`config.mk`:
```
export PLATFORM = sky130hd
export DESIGN_NAME = pri_sel_pipe
export DESIGN_NICKNAME = d
export VERILOG_FILES = /design/src/rtl/pri_sel_pkg.sv /design/src/rtl/pri_sel_pipe_rr_pick.sv /design/src/rtl/pri_sel_pipe.sv
export SDC_FILE = /design/constraint.sdc
export NUM_CORES = 1
export LEC_CHECK = 0
export ABC_AREA = 1
export BUFFER_PORTS_ARGS = -buffer_cell sky130_fd_sc_hd__buf_2
export CAP_MARGIN = 10
export CORE_ASPECT_RATIO = 1.1
export CORE_MARGIN = 8
export CORE_UTILIZATION = 60
export CTS_BUF_LIST = sky130_fd_sc_hd__clkbuf_8
export DETAILED_ROUTE_END_ITERATION = 10
export PLACE_DENSITY = 0.94
export SYNTH_ARGS = -nofsm -noshare
export SYNTH_HDL_FRONTEND = slang
export SYNTH_SLANG_ARGS = --single-unit
export TNS_END_PERCENT = 30
```
`constraint.sdc`:
```
create_clock -name clk -period 2.5 [get_ports clk]
set_input_delay 0 -clock clk [delete_from_list [all_inputs] [get_ports clk]]
set_output_delay 0 -clock clk [all_outputs]
set_load 0.01 [all_outputs]
```
`src/rtl/pri_sel_pkg.sv`:
```
// Shared constants and types for the priority-select pipeline.
// PRI_W / PTR_W are the priority and round-robin pointer widths for the
// default geometry (N_DEF channels, P_DEF priority levels); pri_vec_t is
// the matching per-channel priority vector.
package pri_sel_pkg;

  localparam int N_DEF = 8;
  localparam int P_DEF = 16;
  localparam int PRI_W = $clog2(P_DEF);
  localparam int PTR_W = $clog2(N_DEF);

  typedef logic [PRI_W-1:0] pri_t;
  typedef pri_t pri_vec_t [0:N_DEF-1];

endpackage

```
`src/rtl/pri_sel_pipe_rr_pick.sv`:
```
// rr_pick: combinational round-robin picker.
// Grants the lowest set bit of req at an index >= ptr; when there is none,
// wraps and grants the lowest set bit overall. The result is zero when req
// is zero.
//   req : N-bit request mask
//   ptr : starting index for the search
//   gnt : one-hot grant, or zero
module rr_pick
  import pri_sel_pkg::*;
#(
  parameter int N = N_DEF
) (
  input  logic [N-1:0]         req,
  input  logic [$clog2(N)-1:0] ptr,
  output logic [N-1:0]         gnt
);

  localparam logic [N-1:0] ONE = N'(1);

  logic [N-1:0] hi_mask;
  logic [N-1:0] masked;
  logic [N-1:0] sel;

  always_comb begin
    hi_mask = {N{1'b1}} << ptr;
    masked  = req & hi_mask;
    sel     = (masked != '0) ? masked : req;
    // x & -x isolates the lowest set bit.
    gnt     = sel & (~sel + ONE);
  end

endmodule

```
`src/rtl/pri_sel_pipe.sv`:
```
// pri_sel_pipe: pipelined maximum-priority selector with round-robin grant.
// A binary max tree is registered one level per stage ($clog2(N) stages),
// with the original priority vector carried alongside. A final stage
// registers the maximum and the tie mask. The grant is picked from that
// mask using the live round-robin pointer, so an accept takes effect on the
// very next result. Latency from sampled in_valid to out_valid is
// $clog2(N)+1 cycles; a new vector is accepted every cycle.
//   clk, rst   : clock, synchronous active-high reset
//   in_valid   : in_pri is valid this cycle
//   in_pri     : per-channel priority, 0 = no request
//   out_valid  : result valid
//   out_pri    : maximum priority of the vector
//   out_req    : all channels tied at out_pri (zero when out_pri is 0)
//   out_gnt    : one-hot round-robin pick among out_req, or zero
//   out_accept : consumer took out_gnt; advances the pointer
module pri_sel_pipe
  import pri_sel_pkg::*;
#(
  parameter int N = N_DEF,
  parameter int P = P_DEF
) (
  input  logic                 clk,
  input  logic                 rst,
  input  logic                 in_valid,
  input  logic [$clog2(P)-1:0] in_pri [0:N-1],
  output logic                 out_valid,
  output logic [$clog2(P)-1:0] out_pri,
  output logic [N-1:0]         out_req,
  output logic [N-1:0]         out_gnt,
  input  logic                 out_accept
);

  localparam int W    = $clog2(P);
  localparam int PW   = $clog2(N);
  localparam int LVLS = PW;

  function automatic logic [W-1:0] pri_max(input logic [W-1:0] a,
                                           input logic [W-1:0] b);
    return (a > b) ? a : b;
  endfunction

  genvar l;
  for (l = 0; l < LVLS; l++) begin : g_lvl
    localparam int CNT = N >> (l + 1);

    logic [W-1:0] src_mx  [0:2*CNT-1];
    logic [W-1:0] src_vec [0:N-1];
    logic         src_vld;

    logic [W-1:0] mx_p  [0:CNT-1];
    logic [W-1:0] vec_p [0:N-1];
    logic         vld_p;

    if (l == 0) begin : g_src_in
      assign src_mx  = in_pri;
      assign src_vec = in_pri;
      assign src_vld = in_valid;
    end else begin : g_src_lvl
      assign src_mx  = g_lvl[l-1].mx_p;
      assign src_vec = g_lvl[l-1].vec_p;
      assign src_vld = g_lvl[l-1].vld_p;
    end

    // ---- tree level l: pairwise max, vector carried unchanged ----
    always_ff @(posedge clk) begin
      if (rst) vld_p <= 1'b0;
      else     vld_p <= src_vld;
    end

    always_ff @(posedge clk) begin
      for (int i = 0; i < CNT; i++) begin
        mx_p[i] <= pri_max(src_mx[2*i], src_mx[2*i+1]);
      end
      vec_p <= src_vec;
    end
  end

  logic [W-1:0] top_max;
  logic [W-1:0] top_vec [0:N-1];
  logic         top_vld;
  logic [N-1:0] tie;

  assign top_max = g_lvl[LVLS-1].mx_p[0];
  assign top_vec = g_lvl[LVLS-1].vec_p;
  assign top_vld = g_lvl[LVLS-1].vld_p;

  always_comb begin
    tie = '0;
    for (int i = 0; i < N; i++) begin
      tie[i] = (top_vec[i] == top_max) && (top_max != '0);
    end
  end

  // ---- final stage: maximum and tie mask ----
  logic         vld_pf;
  logic [W-1:0] pri_pf;
  logic [N-1:0] req_pf;

  always_ff @(posedge clk) begin
    if (rst) vld_pf <= 1'b0;
    else     vld_pf <= top_vld;
  end

  always_ff @(posedge clk) begin
    pri_pf <= top_max;
    req_pf <= tie;
  end

  // Data registers are not reset, so results are gated by the valid bit.
  assign out_valid = vld_pf;
  assign out_pri   = vld_pf ? pri_pf : '0;
  assign out_req   = vld_pf ? req_pf : '0;

  logic [PW-1:0] ptr;
  logic [PW-1:0] gnt_idx;

  rr_pick #(.N(N)) u_rr_pick (
    .req (out_req),
    .ptr (ptr),
    .gnt (out_gnt)
  );

  always_comb begin
    gnt_idx = '0;
    for (int i = 0; i < N; i++) begin
      if (out_gnt[i]) gnt_idx = PW'(i);
    end
  end

  // N is a power of two, so the increment wraps N-1 back to 0 by itself.
  always_ff @(posedge clk) begin
    if (rst) begin
      ptr <= '0;
    end else if (out_valid && out_accept && (out_gnt != '0)) begin
      ptr <= gnt_idx + PW'(1);
    end
  end

endmodule

```
==> results.cfg, run 1 <==
[finish]
layout-drive-gt1-share_pct = 22.9
fillers = 443
nets = 664
final_common_cell = dfxtp_1
seqCellArea_um2 = 2870
area_growth_pct = 24.8
most-common-layout-cells = 141 x dfxtp_1, 71 x nand2_1, 59 x inv_1, 56 x buf_2, 37 x nor2_1
multiInputGateArea_um2 = 1730
antenna_cells = 0

[power_and_ir_drop]
p_seq_share_pct = 47.0
clock_power_share_pct = 35.2
p_leak_nw = 3.03
switching_share_pct = 28.4
p_sw_mw = 1.66
comb_power_share_pct = 17.8
internal-power_mw = 4.19
pwr_density_cell_nw_per_um2 = 965
irDropWorstVdd_mv = 0.651

[placed_design]
io_buffers = 56
dp.final_hpwl_mm = 6.93
gp_congestion = 0.918

[yosys]
synth_seq_cells = 143
syn_avg_cell_area_um2 = 9.82
synth_warnings = 0
syn_nets = 559
yosysSeqAreaShare_pct = 59.0
syn_area_um2 = 4850
synth.distinct_cells = 29
synthCells = 494

[cts]
cts_tree = done
clkTransAtPathRegs_ps = 70
clkSinkCount = 143
clkLatencyLatePin_ps = 430
cts_buffers = 17
clock_path_buffers = 2
cts_root_buf = clkbuf_8
htree_levels = 4

[min_path]
min_from = out_accept
holdCritPathClass = input port to flip-flop

[sta]
rsz0062_at_grt = false
final.setup.tns_ps = 0
finalMaxSlewViolations = 0
period_minus_slack_ps = 2280
max_slew_margin_pct = 61.7
hold-worst-slack_ps = 59.2
period_share_pct = 91.0
hold_viol = 0
clock-skew-final_ps = 15.7
max_freq_mhz = 439
setup_viol = 0
tightest_slew_ps = 573

[critical_path]
startpoint = out_valid
end_kind = flip-flop
cp_data_arrival_time_ps = 2600
r2r-start = out_valid
cp_max_fo = 14
cp_data_required_time_ps = 2820
crit_path_start_kind = flip-flop
critical_path_class = flip-flop to flip-flop

[drt]
wirelength_mm = 11.8
drtPass1Iterations = 5
drcViolationCount = 0
ant_nets = 0
route.detailed.wl_per_inst_um = 16.4
drt_first_iter_violations = 312
viasPerCell = 5.32
num_vias = 3827

[floorplan]
core_um2 = 7870
fp.dieW_um = 102
io_pins = 57
die_y_um = 110
die_area_um2 = 11200
initial_core_util_pct = 61.6
num_rows = 34

[global_routing]
grt_pass1_wl_mm = 18.8
grt_pass1_vias = 3922
grt_usage_pct = 22.0
gr-total-overflow = 0
grt_max_degree = 17
antenna_found_initial = 0

[status]
status = completed

[flow_run]
cap_violations = 0
Yosys cell counts:
| cell | instances | area share (%) |
|---|---|---|
| nor3_2 | 1 | 0.21 |
| o21ai_1 | 2 | 0.21 |
| nand4_1 | 12 | 1.5 |
| nand3_2 | 6 | 1.2 |
| nor2_4 | 4 | 0.93 |
| dfxtp_1 | 143 | 59 |
| nand3b_1 | 1 | 0.15 |
| nor3b_1 | 1 | 0.15 |
| xnor2_1 | 1 | 0.18 |
| o21ai_0 | 10 | 1.0 |
| nand2_4 | 1 | 0.23 |
| inv_2 | 8 | 0.62 |
| a21oi_1 | 33 | 3.4 |
| nor3_1 | 1 | 0.10 |
| nand2_1 | 71 | 5.5 |
| or2_2 | 14 | 1.8 |
| xor2_1 | 15 | 2.7 |
| nand3_1 | 10 | 1.0 |
| clkbuf_1 | 4 | 0.31 |
| nor2_2 | 3 | 0.39 |
| nand2_2 | 13 | 1.7 |
| o22ai_1 | 1 | 0.13 |
| ha_1 | 29 | 7.5 |
| buf_6 | 1 | 0.23 |
| nor4_1 | 9 | 1.2 |
| nor2_1 | 37 | 2.9 |
| inv_1 | 56 | 4.3 |
| o31ai_4 | 1 | 0.44 |
| o211ai_1 | 6 | 0.93 |
power groups by stage:
stage | registers (mW) | clock network, mW | logic, mW
after floorplan | 2.68 | 0 | 0.716
after global placement | 2.76 | 0 | 0.791
after detailed placement | 2.78 | 0 | 0.894
after CTS | 2.74 | 2.05 | 0.989
after global routing | 2.77 | 2.19 | 1.14
final | 2.75 | 2.06 | 1.04
metal layers:
metal / track usage [%] / vias up / share of wire (%)
met1: 21.7 / 1803 / 38
li1: - / 1805 / -
met5: 0 / - / 0
met2: 40.0 / 167 / 51
met3: 6.28 / 52 / 6.5
met4: 14.2 / 0 / 4.6
worst max-delay path, cell delays in order (launching register included):
cell	delay [ps]
dfxtp_2	470
nand2_1	100
inv_2	90
nand3_1	110
nand2_1	120
nor2_4	70
nand3_2	80
nand2_2	70
nor2_2	150
nand2_2	90
nor2_4	100
nand2_2	100
o211ai_1	120
ha_1	250
nand3b_1	150
nand2_1	60
nor2_1	40
cells by family (layout without fill, tap and decap cells):
| kind of cell | Yosys count | after routing | synth area share [%] |
|---|---|---|---|
| compound gates | 53 | 53 | 6.14 |
| xor+xnor | 16 | 16 | 2.89 |
| buf+inv | 69 | 187 | 5.49 |
| fa+ha+maj | 29 | 29 | 7.48 |
| simple gates | 184 | 184 | 19.0 |
| flops | 143 | 143 | 59.0 |
state kept, by name, summed over array words and instances (netlist names):
register and flops:
ptr 3, g_lvl.vec_p 96, g_lvl.vld_p 3, g_lvl.mx_p 28, pri_pf 4, out_valid 1, req_pf 8
worst paths after layout:
kind / end / slack, ps / cells past startpoint
min reg2reg: g_lvl[2].vec_p[21] / 320 / 0
max reg2reg: ptr[1] / 220 / 16
max: ptr[1] / 220 / 16
min: ptr[1] / 60 / 5
per-stage QoR:
step / util (%) / power [mW] / std cells / setup WS, ps / cell area (µm²)
6_report: 76.9 / 5.84 / 720 / 225 / 6060
4_1_cts: 76.9 / 5.78 / 720 / 70.0 / 6050
2_1_floorplan: - / 3.40 / 494 / 352 / 4850
3_3_place_gp: 66.7 / 3.55 / 654 / 236 / 5250
5_1_grt: 76.9 / 6.10 / 720 / 6.00 / 6060
3_5_place_dp: 66.7 / 3.68 / 654 / 77.9 / 5250
cell type report:
class                      instances  area share (%)
timing repair buffer              91            10.4
clock inverter                    10            2.60
multi-input combinational        282            28.5
clock buffer                      22            5.00
tap                              108            2.23
inverter                          64            3.97
sequential                       143            47.3
what timing repair did:
action	4_1_cts	5_1_grt
setup buffers	0	0
setup endpoints to repair	0	5
resized for setup	0	3
hold endpoints to repair	55	0
hold buffers	34	0
Note: power is estimated with default switching activity, not from simulation.
==> run 2: changes to the inputs <==
CELL_PAD_IN_SITES_DETAIL_PLACEMENT = 1   (was unset)
CELL_PAD_IN_SITES_GLOBAL_PLACEMENT = 1   (was unset)
CORE_UTILIZATION = 46   (was 60)
PLACE_DENSITY = 0.93   (was 0.94)
==> results.cfg, run 2 (same netlist as run 1, synthesis figures left out) <==
[status]
status = completed

[cts]
cts_root_buf = clkbuf_8
cts_tree = done
clock_path_buffers = 2
clkLatencyLatePin_ps = 430
clkSinkCount = 143
clkTransAtPathRegs_ps = 70
htree_levels = 4
cts_buffers = 17

[finish]
final_common_cell = dfxtp_1
fillers = 1165
area_growth_pct = 25.6
nets = 666
layout-drive-gt1-share_pct = 23.2
reg_top3 = g_lvl.vec_p x96, g_lvl.mx_p x28, req_pf x8
largest_register_ffs = 96
largest-register = g_lvl.vec_p
final_util_pct = 58.9
most-common-layout-cells = 141 x dfxtp_1, 70 x nand2_1, 58 x inv_1, 56 x buf_2, 37 x nor2_1

[floorplan]
die_y_um = 124
initial_core_util_pct = 46.9
core_um2 = 10300
num_rows = 39
die_area_um2 = 14100
fp.dieW_um = 114
io_pins = 57

[sta]
period_minus_slack_ps = 2300
rsz0062_at_grt = false
max_slew_margin_pct = 59.6
setup_viol = 0
clock-skew-final_ps = 10.9
final.setup.tns_ps = 0
hold_viol = 0
finalMaxSlewViolations = 0
max_freq_mhz = 434
period_share_pct = 92.1
tightest_slew_ps = 602

[min_path]
holdCritPathClass = input port to flip-flop
hold_path_depth = 5
whs_endpoint = ptr[1]
min_from = out_accept

[critical_path]
r2r-start = out_valid
r2r_slack_ps = 200
startpoint = out_valid
crit_path_start_kind = flip-flop
end_kind = flip-flop
cp_data_required_time_ps = 2820
cp_max_fo = 13
ff2ff_path_depth = 16
cp_data_arrival_time_ps = 2630
critical_path_class = flip-flop to flip-flop
r2r-end = ptr[1]

[placed_design]
dp.final_hpwl_mm = 9.24
gp_congestion = 0.840
io_buffers = 56

[global_routing]
gr-total-overflow = 0
grt_usage_pct = 21.1
grt_pass1_wl_mm = 22.5
grt_pass1_vias = 4281
grt_max_degree = 17
antenna_found_initial = 2

[power_and_ir_drop]
pwr_density_cell_nw_per_um2 = 961
p_leak_nw = 3.01
irDropWorstVdd_mv = 0.641

[drt]
drcViolationCount = 0
route.detailed.wl_per_inst_um = 18.8
ant_nets = 0
drt_first_iter_violations = 175
num_vias = 3803
wirelength_mm = 14.3
drtPass1Iterations = 4
viasPerCell = 5.02

[flow_run]
cap_violations = 0
==> run 2: changes by cell type in the layout (fill, tap and decap cells not counted), moves of 2 or more <==
cell        previous run  this run
inv_6                  2         0
diode_2                0         2
clkinvlp_4             0         3
clkinv_2               0         2
clkbuf_8              22        19
==> run 2: worst max-delay path, stage by stage (launching register included) <==
cell and delay [ps]:
dfxtp_2 470, nand2_1 80, inv_1 110, nand2_1 100
nand2_1 120, nor2_4 80, nand3_2 80, nand2_2 70
nor2_2 150, nand2_2 100, nor2_4 90, nand2_2 100
o211ai_1 130, ha_1 260, nand3b_1 150, nand2_1 70
nor2_1 40
==> run 2: worst max-delay path by stage <==
stage                        end  slack (ps)  depth (start not counted)
after floorplan           ptr[1]         350                         17
after global placement    ptr[1]         180                         16
after detailed placement  ptr[1]          40                         16
after CTS                 ptr[1]          40                         16
after global routing      ptr[1]           1                         16
final                     ptr[1]         200                         16
==> run 2: metal layers <==
| layer | wire [µm] | global-route usage, % | up-vias |
|---|---|---|---|
| met2 | 7500 | 38.9 | 112 |
| met1 | 5550 | 21.1 | 1844 |
| met3 | 585 | 4.95 | 43 |
| li1 | - | - | 1804 |
| met5 | 0 | 0 | - |
| met4 | 610 | 13.4 | 0 |
==> run 2: stage by stage <==
step / power (mW) / cell area, µm² / instances / hold slack (ps) / worst slack [ps]
finish: 5.86 / 6090 / 758 / 49.7 / 197
global route: 6.11 / 6090 / 758 / 119 / 1.43
CTS: 5.81 / 6080 / 756 / 32.3 / 37.7
detailed placement: 3.76 / 5300 / 690 / 119 / 42.3
global placement: 3.58 / 5300 / 690 / 118 / 185
floorplan: 3.40 / 4850 / 494 / 27.7 / 352
==> run 2: cell type report <==
type / count / area [µm²] / area share [%]
well taps: 143 / 179 / 2.94
clock buffers: 19 / 262 / 4.29
multi-input cells: 282 / 1730 / 28.4
inverters: 64 / 240 / 3.94
clock inverters: 12 / 169 / 2.77
diodes: 2 / 5.00 / 0.0821
repair buffers: 93 / 646 / 10.6
flip-flops and latches: 143 / 2870 / 47.0
==> run 2: power by group <==
group	switching [mW]	internal, mW	leakage, nW
combinational	0.704	0.411	1.59
clock	0.855	1.13	0.216
sequential	0.202	2.56	1.20
total	1.76	4.10	3.01
==> run 2: timing repair <==
item,CTS,global route
setup buffers,0,0
endpoints found under the setup margin,0,5
hold buffers,35,0
resized for setup,0,5
hold endpoints to repair,55,0
